**config.mk**
```make
export PLATFORM = sky130hd
export DESIGN_NAME = tcdm_master_shim
export DESIGN_NICKNAME = d
export VERILOG_FILES = /design/src/rtl/mempool_pkg.sv /design/src/rtl/tcdm_master_shim.sv
export SDC_FILE = /design/constraint.sdc
export NUM_CORES = 1
export LEC_CHECK = 0
export ABC_AREA = 1
export CELL_PAD_IN_SITES_DETAIL_PLACEMENT = 1
export CELL_PAD_IN_SITES_GLOBAL_PLACEMENT = 1
export CORE_ASPECT_RATIO = 0.9
export CORE_MARGIN = 2
export CORE_UTILIZATION = 36
export DETAILED_ROUTE_END_ITERATION = 16
export HOLD_SLACK_MARGIN = 0.02
export PLACE_DENSITY = 0.87
export SETUP_SLACK_MARGIN = 0.2
export SLEW_MARGIN = 15
export SYNTH_ARGS = -nofsm -noshare
export SYNTH_HDL_FRONTEND = slang
export SYNTH_SLANG_ARGS = --single-unit
export TNS_END_PERCENT = 30
```
**constraint.sdc**
```tcl
create_clock -name clk_i -period 2.74 [get_ports clk_i]
set_input_delay 0.411 -clock clk_i [delete_from_list [all_inputs] [get_ports clk_i]]
set_output_delay 0.411 -clock clk_i [all_outputs]
set_load 0.1 [all_outputs]
```
**src/rtl/mempool_pkg.sv**
```systemverilog
`default_nettype none
// ============================================================================
// Module   : mempool_pkg
// Purpose  : Shared TCDM types and defaults for the cluster memory path.
// Revision : 1.0
// ============================================================================
package mempool_pkg;

  localparam int unsigned TcdmAddrWidth       = 32;
  localparam int unsigned TcdmDataWidth       = 32;
  localparam int unsigned TcdmBeWidth         = TcdmDataWidth / 8;
  localparam int unsigned MetaTagWidth        = 5;
  localparam int unsigned MaxOutstandingLoads = 4;

  typedef logic [TcdmAddrWidth-1:0] addr_t;
  typedef logic [TcdmDataWidth-1:0] data_t;
  typedef logic [TcdmBeWidth-1:0]   be_t;
  typedef logic [MetaTagWidth-1:0]  meta_t;

endpackage
`default_nettype wire

```
**src/rtl/tcdm_master_shim.sv**
```systemverilog
`default_nettype none
// ============================================================================
// Module   : tcdm_master_shim
// Purpose  : Core valid/ready port to TCDM req/gnt master, with load credits
//            and an in-order response slot array carrying per-load metadata.
// Revision : 1.0
// ============================================================================
module tcdm_master_shim
  import mempool_pkg::*;
#(
  parameter int unsigned AddrWidth      = TcdmAddrWidth,
  parameter int unsigned DataWidth      = TcdmDataWidth,
  parameter int unsigned MetaWidth      = MetaTagWidth,
  parameter int unsigned MaxOutstanding = MaxOutstandingLoads
) (
  input  logic                   clk_i,
  input  logic                   rst_i,
  input  logic                   req_valid_i,
  output logic                   req_ready_o,
  input  logic [AddrWidth-1:0]   req_addr_i,
  input  logic                   req_write_i,
  input  logic [DataWidth-1:0]   req_wdata_i,
  input  logic [DataWidth/8-1:0] req_be_i,
  input  logic [MetaWidth-1:0]   req_meta_i,
  output logic                   resp_valid_o,
  input  logic                   resp_ready_i,
  output logic [DataWidth-1:0]   resp_rdata_o,
  output logic [MetaWidth-1:0]   resp_meta_o,
  output logic                   tcdm_req_o,
  output logic [AddrWidth-1:0]   tcdm_addr_o,
  output logic                   tcdm_wen_o,
  output logic [DataWidth-1:0]   tcdm_wdata_o,
  output logic [DataWidth/8-1:0] tcdm_be_o,
  input  logic                   tcdm_gnt_i,
  input  logic                   tcdm_vld_i,
  input  logic [DataWidth-1:0]   tcdm_rdata_i
);

  localparam int unsigned CntWidth = $clog2(MaxOutstanding + 1);
  localparam int unsigned PtrWidth = (MaxOutstanding > 1) ? $clog2(MaxOutstanding) : 1;

  logic [MetaWidth-1:0]      meta_q  [MaxOutstanding];
  logic [DataWidth-1:0]      rdata_q [MaxOutstanding];
  logic [MaxOutstanding-1:0] filled_q, filled_d;
  logic [PtrWidth-1:0]       iss_ptr_q, iss_ptr_d;
  logic [PtrWidth-1:0]       ret_ptr_q, ret_ptr_d;
  logic [PtrWidth-1:0]       pop_ptr_q, pop_ptr_d;
  logic [CntWidth-1:0]       credits_q, credits_d;

  logic can_issue, load_gnt, pop;

  // Pointers wrap explicitly so the slot count need not be a power of two.
  function automatic logic [PtrWidth-1:0] ptr_inc(input logic [PtrWidth-1:0] p);
    return (p == PtrWidth'(MaxOutstanding - 1)) ? '0 : p + PtrWidth'(1);
  endfunction

  assign can_issue    = req_write_i | (credits_q < CntWidth'(MaxOutstanding));
  assign tcdm_req_o   = req_valid_i & can_issue & ~rst_i;
  assign req_ready_o  = tcdm_req_o & tcdm_gnt_i;
  assign tcdm_addr_o  = req_addr_i;
  assign tcdm_wen_o   = req_write_i;
  assign tcdm_wdata_o = req_wdata_i;
  assign tcdm_be_o    = req_be_i;

  assign load_gnt     = req_ready_o & ~req_write_i;
  assign resp_valid_o = filled_q[pop_ptr_q] & ~rst_i;
  assign resp_rdata_o = rdata_q[pop_ptr_q];
  assign resp_meta_o  = meta_q[pop_ptr_q];
  assign pop          = resp_valid_o & resp_ready_i;

  always_comb begin
    filled_d  = filled_q;
    iss_ptr_d = iss_ptr_q;
    ret_ptr_d = ret_ptr_q;
    pop_ptr_d = pop_ptr_q;
    credits_d = credits_q;
    if (load_gnt) begin
      filled_d[iss_ptr_q] = 1'b0;
      iss_ptr_d           = ptr_inc(iss_ptr_q);
    end
    if (tcdm_vld_i) begin
      filled_d[ret_ptr_q] = 1'b1;
      ret_ptr_d           = ptr_inc(ret_ptr_q);
    end
    if (pop) begin
      filled_d[pop_ptr_q] = 1'b0;
      pop_ptr_d           = ptr_inc(pop_ptr_q);
    end
    case ({load_gnt, pop})
      2'b10:   credits_d = credits_q + CntWidth'(1);
      2'b01:   credits_d = credits_q - CntWidth'(1);
      default: credits_d = credits_q;
    endcase
  end

  always_ff @(posedge clk_i) begin
    if (rst_i) begin
      filled_q  <= '0;
      iss_ptr_q <= '0;
      ret_ptr_q <= '0;
      pop_ptr_q <= '0;
      credits_q <= '0;
    end else begin
      filled_q  <= filled_d;
      iss_ptr_q <= iss_ptr_d;
      ret_ptr_q <= ret_ptr_d;
      pop_ptr_q <= pop_ptr_d;
      credits_q <= credits_d;
    end
  end

  // Payload storage needs no reset: the filled bits gate its visibility.
  always_ff @(posedge clk_i) begin
    if (load_gnt)   meta_q[iss_ptr_q]  <= req_meta_i;
    if (tcdm_vld_i) rdata_q[ret_ptr_q] <= tcdm_rdata_i;
  end

`ifndef SYNTHESIS
  // Granted-but-unreturned loads = credits minus slots already filled.
  a_vld_has_pending: assert property (@(posedge clk_i) disable iff (rst_i)
    tcdm_vld_i |-> (int'(credits_q) > $countones(filled_q)));
  a_credit_bound: assert property (@(posedge clk_i) disable iff (rst_i)
    credits_q <= CntWidth'(MaxOutstanding));
  a_req_stable: assert property (@(posedge clk_i) disable iff (rst_i)
    (req_valid_i && !req_ready_o) |=> (!req_valid_i ||
      ($stable(req_addr_i) && $stable(req_write_i) && $stable(req_wdata_i) &&
       $stable(req_be_i) && $stable(req_meta_i))));
`endif

endmodule
`default_nettype wire

```
# Word level (Yosys, flattened, before mapping)
# Memory sizes are Yosys's and may differ from the RTL's. A register that Yosys moved wholly into a read port is not among the register bits.
# Cells that the tools add are included.
# op_classes
add_sub_neg,5
multipliers,0
n_div,0
order_cmp,7
n_eq_ne,5
n_shift,0
mux,23
bitwise_logic,14
n_reduce_logical,4
# op_table
operator,n
2-bit 2-to-1 mux,7
4-bit 2-to-1 mux,3
"2-bit by 3-bit less-than comparator with 1-bit output, second input constant",3
4-bit bitwise AND,2
"2-bit == test, second input constant",4
1-bit 2-to-1 mux,8
4-bit NOT,2
"2-bit by 1-bit adder with 2-bit output, second input constant",3
1-bit bitwise AND,6
1-bit demux with 2-bit select,3
"2-bit by 1-bit >= comparator with 1-bit output, second input constant",3
3-bit case mux with 2 select lines,1
4-bit OR,1
"3-bit by 1-bit adder with 3-bit output, second input constant",1
1-bit logical AND,3
"3-bit less-than comparator, second input constant",1
"3-bit by 1-bit subtractor with 3-bit output, second input constant",1
1-bit binary-select mux with 2-bit select,1
"2-bit by 1-bit == test with 1-bit output, second input constant",1
1-bit NOT,2
2-bit nonzero test,1
1-bit OR,1
# word_totals
ff_bits,13
latchBits,0
mem_bits_rw,148
romBits,0
memories,2
# memory_table
name,words,width,rd,rd_ports_with_merged_regs,wr,line,rtl
rdata_q,4,32,1,1,1,tcdm_master_shim.sv:43,logic [DataWidth-1:0] rdata_q [MaxOutstanding];
meta_q,4,5,1,1,1,tcdm_master_shim.sv:42,logic [MetaWidth-1:0] meta_q [MaxOutstanding];

# Longest topological paths before layout
# depth
ltp_word,11
depth_mapped,12
ltp_nobuf,12

# Worst setup path before layout
# No wires, ideal clock.
# synth_path
path_type,input to output
start,in rst_i
end,out req_ready_o
arrival_time_ns,2.798
required_ns,2.329
path_slack_ns,-0.469
path_stages,3
n_path_buf,0
cell_sequence,clkinv_2 > nand2_2 > nor3b_1
# synth_between
elab_chain_cells,3
# synth_lines
element,line,rtl
from (decl),tcdm_master_shim.sv:17,"input logic rst_i,"
1-bit NOT,tcdm_master_shim.sv:58,assign tcdm_req_o = req_valid_i & can_issue & ~rst_i;
1-bit bitwise AND,tcdm_master_shim.sv:58,
1-bit bitwise AND,tcdm_master_shim.sv:59,assign req_ready_o = tcdm_req_o & tcdm_gnt_i;
to (decl),tcdm_master_shim.sv:19,"output logic req_ready_o,"
# No other way between the ends.

==> results_dict.tcl <==
set metrics [dict create \
    r2r_setup_slack_ns 0.60 \
    dp_worst_setup_slack_ns 0.269 \
    synth_compound_area_share_pct 9.61 \
    fin_util_pct 45.4 \
    die_x_um 151 \
    setup_violations 0 \
    post-place-cells 823 \
    core_area_mm2 0.0191 \
    min_path_type "flip-flop to flip-flop" \
    hold_slack_ns 0.494 \
    period_minus_slack_ns 2.36 \
    final_cell_mix "edfxtp_1 (148), nor2_1 (97), o21ai_0 (54)" \
    path_class "flip-flop to output pin" \
    num_vias 4226 \
    syn_nets 693 \
    dieArea_mm2 0.0205 \
    dpl.hpwl_um 10600 \
    port-buffer-count 84 \
    tns_ns 0 \
    boundaryPins 221 \
    layout_commonest_cell "edfxtp_1" \
    tightest_slew_ns 0.500 \
    synthXorXnorAreaFrac_pct 0 \
    first_iter_violations 196 \
    fillers 1929 \
    routed_wl_um 16000 \
    p_per_area_mw_per_mm2 746 \
    fin_cells 855 \
    arrival_ns 1.95 \
    fin_skew_ns 0.0109 \
    die_height_um 136 \
    multi_input_area_mm2 0.00152 \
    critPathRequiredTime_ns 2.33 \
    cts_max_level 4 \
    max_stage_delay_ns 0.39 \
    end_kind "output pin" \
    cts_tree "built" \
    critPathTopFamily "buffers and inverters" \
    drt-met1-wl_um 6610 \
    wl_per_cell_um 18.7 \
    clk_latency_ns 0.42 \
    wl_met3_um 659 \
    grt_max_degree 43 \
    ys_seq_area_share_pct 67.9 \
    cts_max_path_buffers 2 \
    seq_area_mm2 0.00475 \
    grt_pass1_vias 4587 \
    path_buf_inv 2 \
    status "finished, final reports clean" \
    slew_headroom_pct 66.6 \
    cpMaxStageDelayCell "buf_4" \
    grt_pass1_wl_um 24800 \
    wl_met2_um 8390 \
    initial_core_util_pct 36.6 \
    start_kind "flip-flop" \
    fp-row-count 48 \
    cap_viol_max_count 0 \
    syn_area_mm2 0.00699 \
    overflow 0 \
    cts_buffers 17 \
    crit_chain "buf_4, o21ai_0, o22ai_1, buf_12" \
    dr.max_layer_used "met4" \
    timing.final.crit_share_pct 86.3 \
    track_usage_pct 16.3 \
    ys_ff_latch 163 \
    antenna_found_initial 0 \
    ys_types 27 \
    synth_fa_ha_area_share_pct 2.61 \
    drtPass1Iterations 4 \
    ys.warnings.count 0 \
    synth.mux.area_fraction_pct 0 \
    p_leak_nw 3.11 \
    syn2layout_area_growth_pct 24.1 \
    peakVddDrop_mv 0.407 \
    rsz0062_at_grt "false" \
    gp_congestion 0.800 \
    routed_via_density 4.94 \
    path_max_fanout 42 \
    syn_inst 567 \
    post_cts_buffers 0 \
    path_clk_slew_ns 0.07 \
    hold_viol_final 0 \
    drc_errors 0 \
    diodes 0 \
    synth_top_family_by_area "buffers and inverters" \
    drtAntennaViolNets 0 \
    drive_above_1_share_pct 18.3 \
    synth_area_per_cell_um2 12.3 \
    yosys.area_share.simple_pct 8.56 \
    cts_sinks 163 \
    nets 718 \
    root_buffer "clkbuf_16" \
    max_freq_mhz 423 \
    slew_violations 0 \
    setup_ws_ns 0.375 \
]
-- state kept, by name, summed over array words and instances, names as in the netlist, named ones only --
name / count
rdata_q: 128
meta_q: 20
filled_q: 4
credits_q: 3
iss_ptr_q: 2
pop_ptr_q: 2
ret_ptr_q: 2
-- through the flow --
step	power, mW	area [µm²]
global placement	4.02	8060
CTS	6.54	8670
finish	6.47	8670
floorplan	4.04	7060
detailed placement	4.05	8060
global route	6.67	8670
-- layer usage --
layer  global-route usage [%]  vias up
li1                         -     1999
met1                     18.6     2113
met2                     28.7       90
met3                     4.66       24
met4                     6.49        0
met5                        0        -
-- Yosys cell counts (all sizes together) --
library cell | number | area (µm²)
nand4 | 10 | 68.8
nor3 | 1 | 5.00
clkinv | 3 | 12.5
nand2 | 28 | 110
ha | 13 | 163
nor3b | 1 | 7.51
inv | 25 | 93.8
buf | 85 | 653
clkbuf | 9 | 33.8
nand3 | 4 | 25.0
a21oi | 8 | 40.0
o22ai | 37 | 231
edfxtp | 148 | 4440
or2 | 1 | 6.26
dfxtp | 15 | 300
o21ai | 80 | 400
fa | 1 | 20.0
nor2 | 98 | 375
-- kinds of logic after synthesis --
| kind of cell | after synthesis |
|---|---|
| flip-flops | 163 |
| adder cells (fa/ha/maj) | 14 |
| buffers and inverters | 122 |
| AO/OA/AOI/OAI | 125 |
| AND/OR/NAND/NOR | 143 |
-- final timing paths --
path,from,to,cells past startpoint
worst max-delay path,flip-flop,resp_rdata_o[0],4
worst min-delay path,credits_q[0],credits_q[0],1
worst max register to register,pop_ptr_q[0],credits_q[2],11
worst min register to register,credits_q[0],credits_q[0],1
-- power breakdown --
group | total, mW | leakage, nW | internal [mW] | switching [mW]
registers | 2.84 | 1.48 | 2.81 | 0.0303
logic | 1.15 | 1.34 | 0.379 | 0.770
clock network | 2.48 | 0.289 | 1.52 | 0.962
-- cell type report --
class	instances	area share [%]
clock buffer	18	4.95
clock inverter	14	2.13
inverter	28	1.23
multi-input combinational	282	17.5
sequential	163	54.8
tap	250	3.61
timing repair buffer	100	15.8
-- repair_timing --
item	in CTS	in global routing
gates resized for setup	0	1
hold buffers	0	0
setup endpoints to repair	0	9
Power figures use the tool's default switching activity.
